--- src/rtl/intdiv_recon_pkg.sv ---
// Shared definitions for the intdiv_recon dividend reconstructor: FSM encoding and counter width.
package intdiv_recon_pkg;

    // Bit counter width; supports operand widths up to 255 bits.
    localparam int unsigned CNT_W = 8;

    typedef enum logic [1:0] {
        IDLE = 2'd0,
        RUN  = 2'd1,
        DONE = 2'd2
    } state_t;

endpackage

--- src/rtl/intdiv_recon_step.sv ---
// One shift-add step of the signed multiply: conditionally add (or subtract, for the sign bit) y << k.
module intdiv_recon_step
    import intdiv_recon_pkg::*;
#(
    parameter int unsigned N = 32
) (
    input  logic [2*N-1:0]   acc,
    input  logic [N-1:0]     y,
    input  logic             zbit,
    input  logic [CNT_W-1:0] k,
    output logic [2*N-1:0]   sum_c
);

    localparam int unsigned AW = 2 * N;

    logic [AW-1:0] ys;
    logic [AW-1:0] sh;

    assign ys = {{N{y[N-1]}}, y};
    assign sh = ys << k;

    // The multiplier's top bit carries negative weight in two's complement.
    always_comb begin
        sum_c = acc;
        if (zbit) begin
            if (k == CNT_W'(N - 1)) sum_c = acc - sh;
            else                    sum_c = acc + sh;
        end
    end

endmodule

--- src/rtl/intdiv_recon.sv ---
// Reconstructs a dividend x = z*y + r with a bit-serial signed multiplier, one quotient bit per cycle.
// Optional overflow flag enabled by defining INTDIV_RECON_OVF_EN.
module intdiv_recon #(
    parameter int unsigned N = 32
) (
    input  logic         clk,
    input  logic         rst_n,
    input  logic         start,
    input  logic [N-1:0] z,
    input  logic [N-1:0] y,
    input  logic [N-1:0] r,
    output logic         busy,
    output logic         done,
    output logic [N-1:0] x,
    output logic         ovf
);

    import intdiv_recon_pkg::*;

    localparam int unsigned AW = 2 * N;

    state_t            state;
    state_t            state_nxt;
    logic [N-1:0]      zl;
    logic [N-1:0]      yl;
    logic [AW-1:0]     acc;
    logic [AW-1:0]     acc_nxt;
    logic [CNT_W-1:0]  cnt;
    logic              last;
    logic              accept;

    assign last   = (cnt == CNT_W'(N - 1));
    assign accept = start && (state != RUN);

    intdiv_recon_step #(.N(N)) u_step (
        .acc   (acc),
        .y     (yl),
        .zbit  (zl[0]),
        .k     (cnt),
        .sum_c (acc_nxt)
    );

    always_ff @(posedge clk or negedge rst_n) begin
        if (!rst_n) state <= IDLE;
        else        state <= state_nxt;
    end

    always_comb begin
        state_nxt = state;
        case (state)
            IDLE:    if (start) state_nxt = RUN;
            RUN:     if (last)  state_nxt = DONE;
            DONE:    state_nxt = start ? RUN : IDLE;
            default: state_nxt = IDLE;
        endcase
    end

    always_comb begin
        busy = 1'b0;
        done = 1'b0;
        busy = (state == RUN);
        done = (state == DONE);
    end

    // Operand latch, accumulator and result capture; z is shifted so bit k is always at zl[0].
    always_ff @(posedge clk or negedge rst_n) begin
        if (!rst_n) begin
            zl  <= '0;
            yl  <= '0;
            acc <= '0;
            cnt <= '0;
            x   <= '0;
        end else if (accept) begin
            zl  <= z;
            yl  <= y;
            acc <= {{N{r[N-1]}}, r};
            cnt <= '0;
        end else if (state == RUN) begin
            zl  <= zl >> 1;
            acc <= acc_nxt;
            cnt <= cnt + CNT_W'(1);
            if (last) x <= acc_nxt[N-1:0];
        end
    end

`ifdef INTDIV_RECON_OVF_EN
    logic [N:0] top_bits;
    logic       ovf_q;

    // Result fits in N signed bits only if the sign bit and everything above it agree.
    assign top_bits = acc_nxt[AW-1:N-1];

    always_ff @(posedge clk or negedge rst_n) begin
        if (!rst_n)                       ovf_q <= 1'b0;
        else if ((state == RUN) && last)  ovf_q <= !((&top_bits) || !(|top_bits));
    end

    assign ovf = ovf_q;
`else
    assign ovf = 1'b0;
`endif

endmodule

--- config.mk ---
export PLATFORM = sky130hd
export DESIGN_NAME = intdiv_recon
export DESIGN_NICKNAME = d
export VERILOG_FILES = /design/src/rtl/intdiv_recon_pkg.sv /design/src/rtl/intdiv_recon_step.sv /design/src/rtl/intdiv_recon.sv
export SDC_FILE = /design/constraint.sdc
export NUM_CORES = 1
export LEC_CHECK = 0
export BUFFER_PORTS_ARGS = -buffer_cell sky130_fd_sc_hd__buf_4
export CELL_PAD_IN_SITES_DETAIL_PLACEMENT = 1
export CELL_PAD_IN_SITES_GLOBAL_PLACEMENT = 1
export CORE_MARGIN = 1
export CORE_UTILIZATION = 50
export CTS_BUF_LIST = sky130_fd_sc_hd__clkbuf_8
export CTS_CLUSTER_DIAMETER = 120
export DETAILED_ROUTE_END_ITERATION = 10
export HOLD_SLACK_MARGIN = 0.06
export PLACE_DENSITY = 0.9
export SETUP_SLACK_MARGIN = 0.3
export SLEW_MARGIN = 20
export SYNTH_ARGS = -nofsm -noshare
export SYNTH_HDL_FRONTEND = slang
export SYNTH_SLANG_ARGS = --single-unit
export TNS_END_PERCENT = 10
--- constraint.sdc ---
create_clock -name clk -period 14.31 [get_ports clk]
set_input_delay 1.431 -clock clk [delete_from_list [all_inputs] [get_ports clk]]
set_output_delay 1.431 -clock clk [all_outputs]
set_load 0.01 [all_outputs]
Word level (Yosys, flattened, before mapping)
Index checks and enable logic that the tools add are counted.

storage, ports and cells
  bits in registers = 170
  input bits = 99

operators by class
  reductions and logical operators = 7
  eq/ne operators = 6
  bitwise gates (word level) = 1
  $add $sub $neg = 3
  mux-type cells = 12
  shifts and indexed selects = 1

operator list
  kind                                                                      count
  64-bit two-way mux                                                        4
  64-bit adder                                                              1
  32-bit two-way mux                                                        2
  64-bit by 8-bit << shifter with 64-bit output                             1
  64-bit subtractor                                                         1
  8-bit two-way mux                                                         2
  8-bit by 1-bit adder with 8-bit output (second input constant)            1
  8-bit by 5-bit == test with 1-bit output (second input constant)          1
  2-bit one-hot mux with 3 select lines                                     1
  2-bit two-way mux                                                         2
  2-bit by 1-bit inequality test with 1-bit output (second input constant)  2
  2-bit AND reduction                                                       2
  2-bit nonzero test                                                        2
  3-bit AND reduction                                                       1
  2-bit by 1-bit == test with 1-bit output (second input constant)          1
  2-bit == test (second input constant)                                     1
  2-bit logical NOT                                                         1
  2-bit inequality test (second input constant)                             1
  1-bit logical AND                                                         1
  1-bit two-way mux                                                         1
  1-bit inverter                                                            1

Depth between registers and ports, before layout
  depth in word-level cells = 6
  depth in mapped cells = 25
  depth with buffers taken out = 21

By module
Synthesis repeated with hierarchy kept, for this count alone.

unflattened totals
  cell total of the unflattened synthesis = 2031
  area, all modules = 17117.7 um^2

by module, submodules not included
  module             sequential area each (um^2)  cells each  area an instance (um^2)  instances
  intdiv_recon_step  0.0                          1424        9887.0                   1
  intdiv_recon       4254.1                       607         7230.7                   1

Worst setup path after synthesis
OpenSTA, ideal clock, no wires.

  path kind = reg2reg
  start = register cnt[1]
  end = register acc[31]
  arrival time = 5086 ps
  required time = 14191 ps
  setup slack = 9105 ps
  cell stages (with the launch flop) = 23
  path through = dfrtp_1 buf_2 clkinv_1 buf_1 mux2_2 o311a_1 nor3_1 nand3b_1 nor2_1 a21oi_1 xor2_1 ha_1 and2_1 a21o_1 a221o_1 nor4_1 a21oi_1 o41ai_1 o21ai_0 nor4b_1 nor4_4 a21oi_1 o21a_1

on the way
  longest elaborated chain between the ends = 6

ends and longest elaborated chain
  what                                               RTL line                                          RTL
  start, declared                                    intdiv_recon.sv:28                                logic [CNT_W-1:0] cnt;
  start signal, assigned                             intdiv_recon.sv:81                                cnt <= cnt + CNT_W'(1);
  64-bit by 8-bit << shifter with 64-bit output      intdiv_recon_step.sv:20                           assign sh = ys << k;
  64-bit adder or 64-bit subtractor (tied branches)  intdiv_recon_step.sv:27, intdiv_recon_step.sv:26
  64-bit two-way mux (*)                             intdiv_recon_step.sv:26                           if (k == CNT_W'(N - 1)) sum_c = acc - sh;
  64-bit two-way mux (*)                             intdiv_recon_step.sv:25                           if (zbit) begin
  64-bit two-way mux (*)                             intdiv_recon.sv:78                                end else if (state == RUN) begin
  64-bit two-way mux (*)                             intdiv_recon.sv:73                                end else if (accept) begin
  end signal, assigned                               intdiv_recon.sv:76                                acc <= {{N{r[N-1]}}, r};
  end signal, assigned                               intdiv_recon.sv:80                                acc <= acc_nxt;
  end, declared                                      intdiv_recon.sv:26                                logic [AW-1:0] acc;

Every way passes the cells marked *; elsewhere a longest branch is shown, timed or not. The select of a mux whose other input is x is not followed.
A chain may end at the register's enable or synchronous reset.

Worst setup path after layout
  start = register cnt[7]
  end = register acc[31]

Same word-level chain as after synthesis.

==> results by stage <==
Outcome:
- The run finished with clean final reports.

Finish:
- Measured on the finished design, the core utilization comes to 58.7%.
- The area growth from synthesis to layout is 14.5%.
- The number of inserted filler cells in the final layout is around 2300.
- The share of cells above drive strength 1 is about a fifth.
- The finished cells cover 0.0115 sq mm.
- The repair_antennas step left the layout with diodes totalling 0.
- The net count of the finished layout is 1312.
- The finished layout holds 1457 standard cells, fillers aside.

Clock tree:
- The root buffer cell is clkbuf_8.
- The number of buffers on the longest clock path is 2.
- The total setup buffers inserted after CTS is 0.
- The number of levels the H-tree was split into is 4.
- After clock tree synthesis, the flow added hold-fix buffers numbering 0.
- For the worst-skew pair, the clock arrives at the later sink with an insertion delay of 0.47 ns.
- The sink count of the clock tree is ~140.
- The total clock buffers created by CTS is 17.
- The TritonCTS clock tree is built.
- The clock-pin slew of the registers on the worst-case setup and hold paths is 0.08 ns.
- Once the clock tree was built, the resizer swapped 0 gates to a different size.

Pwr:
- The power density normalized to cell area is 112 mW/mm^2.
- Of the total power, the share spent switching nets is 38.6%.
- The worst ir drop on vdd is 0.0596 mV.
- Of the total power, combinational logic draws 38.8%.
- Cell internal power was estimated by the tool at 0.788 mW.
- The proportion of power drawn by the clock network is 24.4%.
- In this run, flip-flops and latches consume 36.8% of the power.
- Summed over all nets, the switching power comes to between 0.4 and 0.5 mW.
- The total power is 1.28 mW.
- In this run the static leakage power is approximately 5 nW.

Synth:
- The cell type with the highest aggregate area in the netlist is dfrtp_1.
- Yosys attributes the largest share of cell area to dfrtp_1, mux2i_1, o21ai_0.
- Counting flops and latches in the post-synthesis netlist gives 138.
- For this run, the leading register cell type out of synthesis is dfrtp_1.
- The number of library cell types mapped by synthesis is 86.
- The synthesized instance count is 1085.
- Synthesis produced a netlist with a net count of 1218.
- The fraction of the yosys area taken by sequential cells is 34.5%.
- Counting flops with a built-in enable in the synthesized netlist gives 0.
- Of all flip-flops after synthesis, the portion carrying an async set or reset was 100%.
- Summing every instance area after synthesis gives 0.0100 sq mm.
- The area share of the leading cell type in the synthesized netlist is 34.5%.
- The commonest cells after synthesis are dfrtp_1, nand2_1, o21ai_0.
- The most numerous cell in the Yosys netlist is dfrtp_1.
- A synthesized cell averages between 9 and 10 sq um.
- The Yosys step of the flow raised 0 warnings.

Setup path:
- The critical path required time is approximately 15 ns.
- Among the stages of the critical path, the cell type that occurs most often is a21oi_1.
- The type of destination of the critical path is a flip-flop.
- The setup check on the worst reg-to-reg path leaves a slack of between 7 and 8 ns.
- The critical path is of the flip-flop to flip-flop type.
- The largest fanout on the critical path is 25.
- The endpoint of the most critical register-to-register path is acc[31].
- In this design, the largest share of critical-path delay is due to compound AO/OA/AOI/OAI gates.
- The critical path launch point type is a flip-flop.
- In this run the critical register-to-register path is launched from cnt[7].
- The number of buffers and inverters on the critical path is 0.
- At the worst endpoint, the arrival time is 7.12 ns.
- The depth of the most critical reg-to-reg path is 21.
- The critical path goes through or2_1 > o22ai_1 > mux2_2 > o311a_1 > nor3_1 > nand3b_1 > nor2_1 > a21oi_1 > xor2_1 > ha_1 > and2_1 > a21o_1 > a221o_1 > nor4_1 > a21oi_1 > o41ai_1 > o21ai_0 > nor4b_1 > nor4_4 > a21oi_1 > o21a_1.
- The most critical setup path has its startpoint at cnt[7].
- The critical path runs through a total of 21 cells.
- In this design, the stage delay of the slowest critical-path cell is 0.78 ns.
- The cell with the biggest individual delay on the critical path is dfrtp_1.
- Following the worst setup path forward leads to its endpoint at acc[31].

Placement:
- The number of cells after detailed placement is 1425.
- The count of port buffers added during placement is between 100 and 150.
- Timing analysis after detailed placement gives a worst setup slack of 7.70 ns.
- The final RePlAce weighted congestion is 0.948.
- In this run the cell area measured after placement is 0.0111 sq mm.
- Once detailed placement completed, the half-perimeter wirelength came to 23400 um.

Timing:
- The number of endpoints failing setup at the final stage is 0.
- The clock period minus final worst setup slack is between 6 and 7 ns.
- Hold timing on the final database bottoms out at a slack of 0.485 ns.
- On the final layout, the worst clock skew is 0.0177 ns.
- The max-slew violation count is 0.
- The aggregate negative setup slack is 0 ns.
- Headroom to the max-slew limit came out at 21.3%.
- The worst-case setup margin in the final layout is around 7.5 ns.
- After layout, the worst path uses about 47% of the clock period.
- Derived from the worst setup path, the maximum achievable clock frequency is 0.148 GHz.
- Setup repair after global routing left no endpoint under its margin.
- The number of hold-slack violations in the final timing report is 0.
- At the pin with the least slew margin, the transition time is 1.18 ns.

Drt:
- After detailed routing, the number of vias per cell comes to 6.17.
- After detailed routing, the average wire length per cell comes to 21.7 um.
- The detailed-router iteration count before antenna repair is 5.
- The post-detailed-route count of antenna-violating nets is 0.
- The number of vias in the routed layout is 8987.
- The iteration-0 DRC count of the detailed router is 611.
- The number of design rule violations left after detail routing is 0.
- The total routed wirelength is between 30000 and 40000 um.

GRT:
- The maximum number of pins on one net before global-route repair is 73.
- In the global route stage, overall resource usage came out at between 30% and 40%.
- For this run the aggregate overflow at the end of global routing stands at 0.
- The number of global-route vias before repair was 9387.
- The initial antenna violation count is 0.
- The first-pass GRT wire length is 50800 um.

Floorplan:
- The height of the die is 143 um.
- In this run the count of I/O pins placed on the die edge is 134.
- The standard cell core area is 0.0195 sq mm.
- From left edge to right edge, the die measures ~140 um.
- The die covers 0.0206 sq mm.
- After floorplanning, the core was divided into 51 placement rows.
- The initial cell density of the core is 51.2%.

Min path:
- The worst hold path belongs to the class flip-flop to flip-flop.

Flow run:
- Across the run, the number of max-cap violations was 0.
-- registers in the layout (all words and copies together) (netlist names) --
name   count
acc       32
cnt        8
state      2
x         32
yl        32
zl        32
-- layout by cell type (no fill, tap or decap), types with 4 or more instances in the layout --
cell      instances
inv_6             5
o221ai_1          8
ha_1             33
buf_4           142
dfrtp_1         137
nor2_1           68
mux4_2           16
o21bai_1          6
o21ai_0         103
nor2b_1          27
a21oi_1          71
nor4_4            4
mux2i_1          90
nand2_1         113
nand3b_1          4
clkbuf_8         20
and3_1            8
a21o_1           12
o31ai_1           6
o211ai_1          6
o21a_1           11
nand2b_1          7
mux2_2           38
a22oi_1           9
nand4_1           4
xor2_1           12
a211oi_1         24
xnor2_1          40
a31oi_1           4
nor3_1           17
nor4_1            4
inv_1            21
o22ai_1          28
nand3_1          16
-- kinds of logic after synthesis --
kind of cell	count (synthesis)	synth area share, %
DFF	138	34.5
buffers and inverters	92	4.29
other	1	0.0375
AOI/OAI and AO/OA	325	20.5
muxes	148	17.4
xor gates and xnor gates	52	4.55
adders and majority gates	34	4.33
and+or+nand+nor	295	14.4
-- final cells by class --
cell class / count / area, sq um / share of cell area [%]
clock buffers: 20 / 275 / 2.40
well taps: 265 / 332 / 2.89
repair buffers: 143 / 1080 / 9.40
clock inverters: 12 / 86.3 / 0.753
multi-input cells: 855 / 6140 / 53.6
inverters: 24 / 90.1 / 0.786
flip-flops and latches: 138 / 3450 / 30.1
-- worst reg2reg max path: stages, from the launching register on --
cell and delay [ns]:
dfrtp_1 0.78, or2_1 0.75, o22ai_1 0.26, mux2_2 0.37, o311a_1 0.35, nor3_1 0.31
nand3b_1 0.18, nor2_1 0.22, a21oi_1 0.11, xor2_1 0.19, ha_1 0.34, and2_1 0.17
a21o_1 0.18, a221o_1 0.39, nor4_1 0.21, a21oi_1 0.15, o41ai_1 0.49, o21ai_0 0.28
nor4b_1 0.23, nor4_4 0.37, a21oi_1 0.13, o21a_1 0.20
-- worst min-delay path by stage --
stage	start	to	slack [ns]	depth (start not counted)
detailed placement	x[4]	x[4]	0.47	2
global placement	zl[8]	zl[7]	0.45	2
floorplan	zl[1]	zl[0]	0.45	2
CTS	x[4]	x[4]	0.49	2
finish	x[4]	x[4]	0.49	2
global route	x[4]	x[4]	0.51	2
-- per-layer routing --
metal  part of all wire, %  GRT usage (%)  vias to the layer above
met1                    43           40.7                     4503
met2                    51           55.8                      256
met4                   2.7           11.5                        0
li1                      -              -                     4169
met5                     0              0                        -
met3                   4.1           4.83                       59
-- power groups by stage --
stage | Combinational (mW) | Clock [mW] | Sequential, mW
floorplan | 0.361 | 0 | 0.462
global route | 0.546 | 0.335 | 0.478
detailed placement | 0.486 | 0 | 0.479
global placement | 0.458 | 0 | 0.476
finish | 0.498 | 0.313 | 0.473
CTS | 0.492 | 0.318 | 0.472
(Power assumes the default switching activity.)
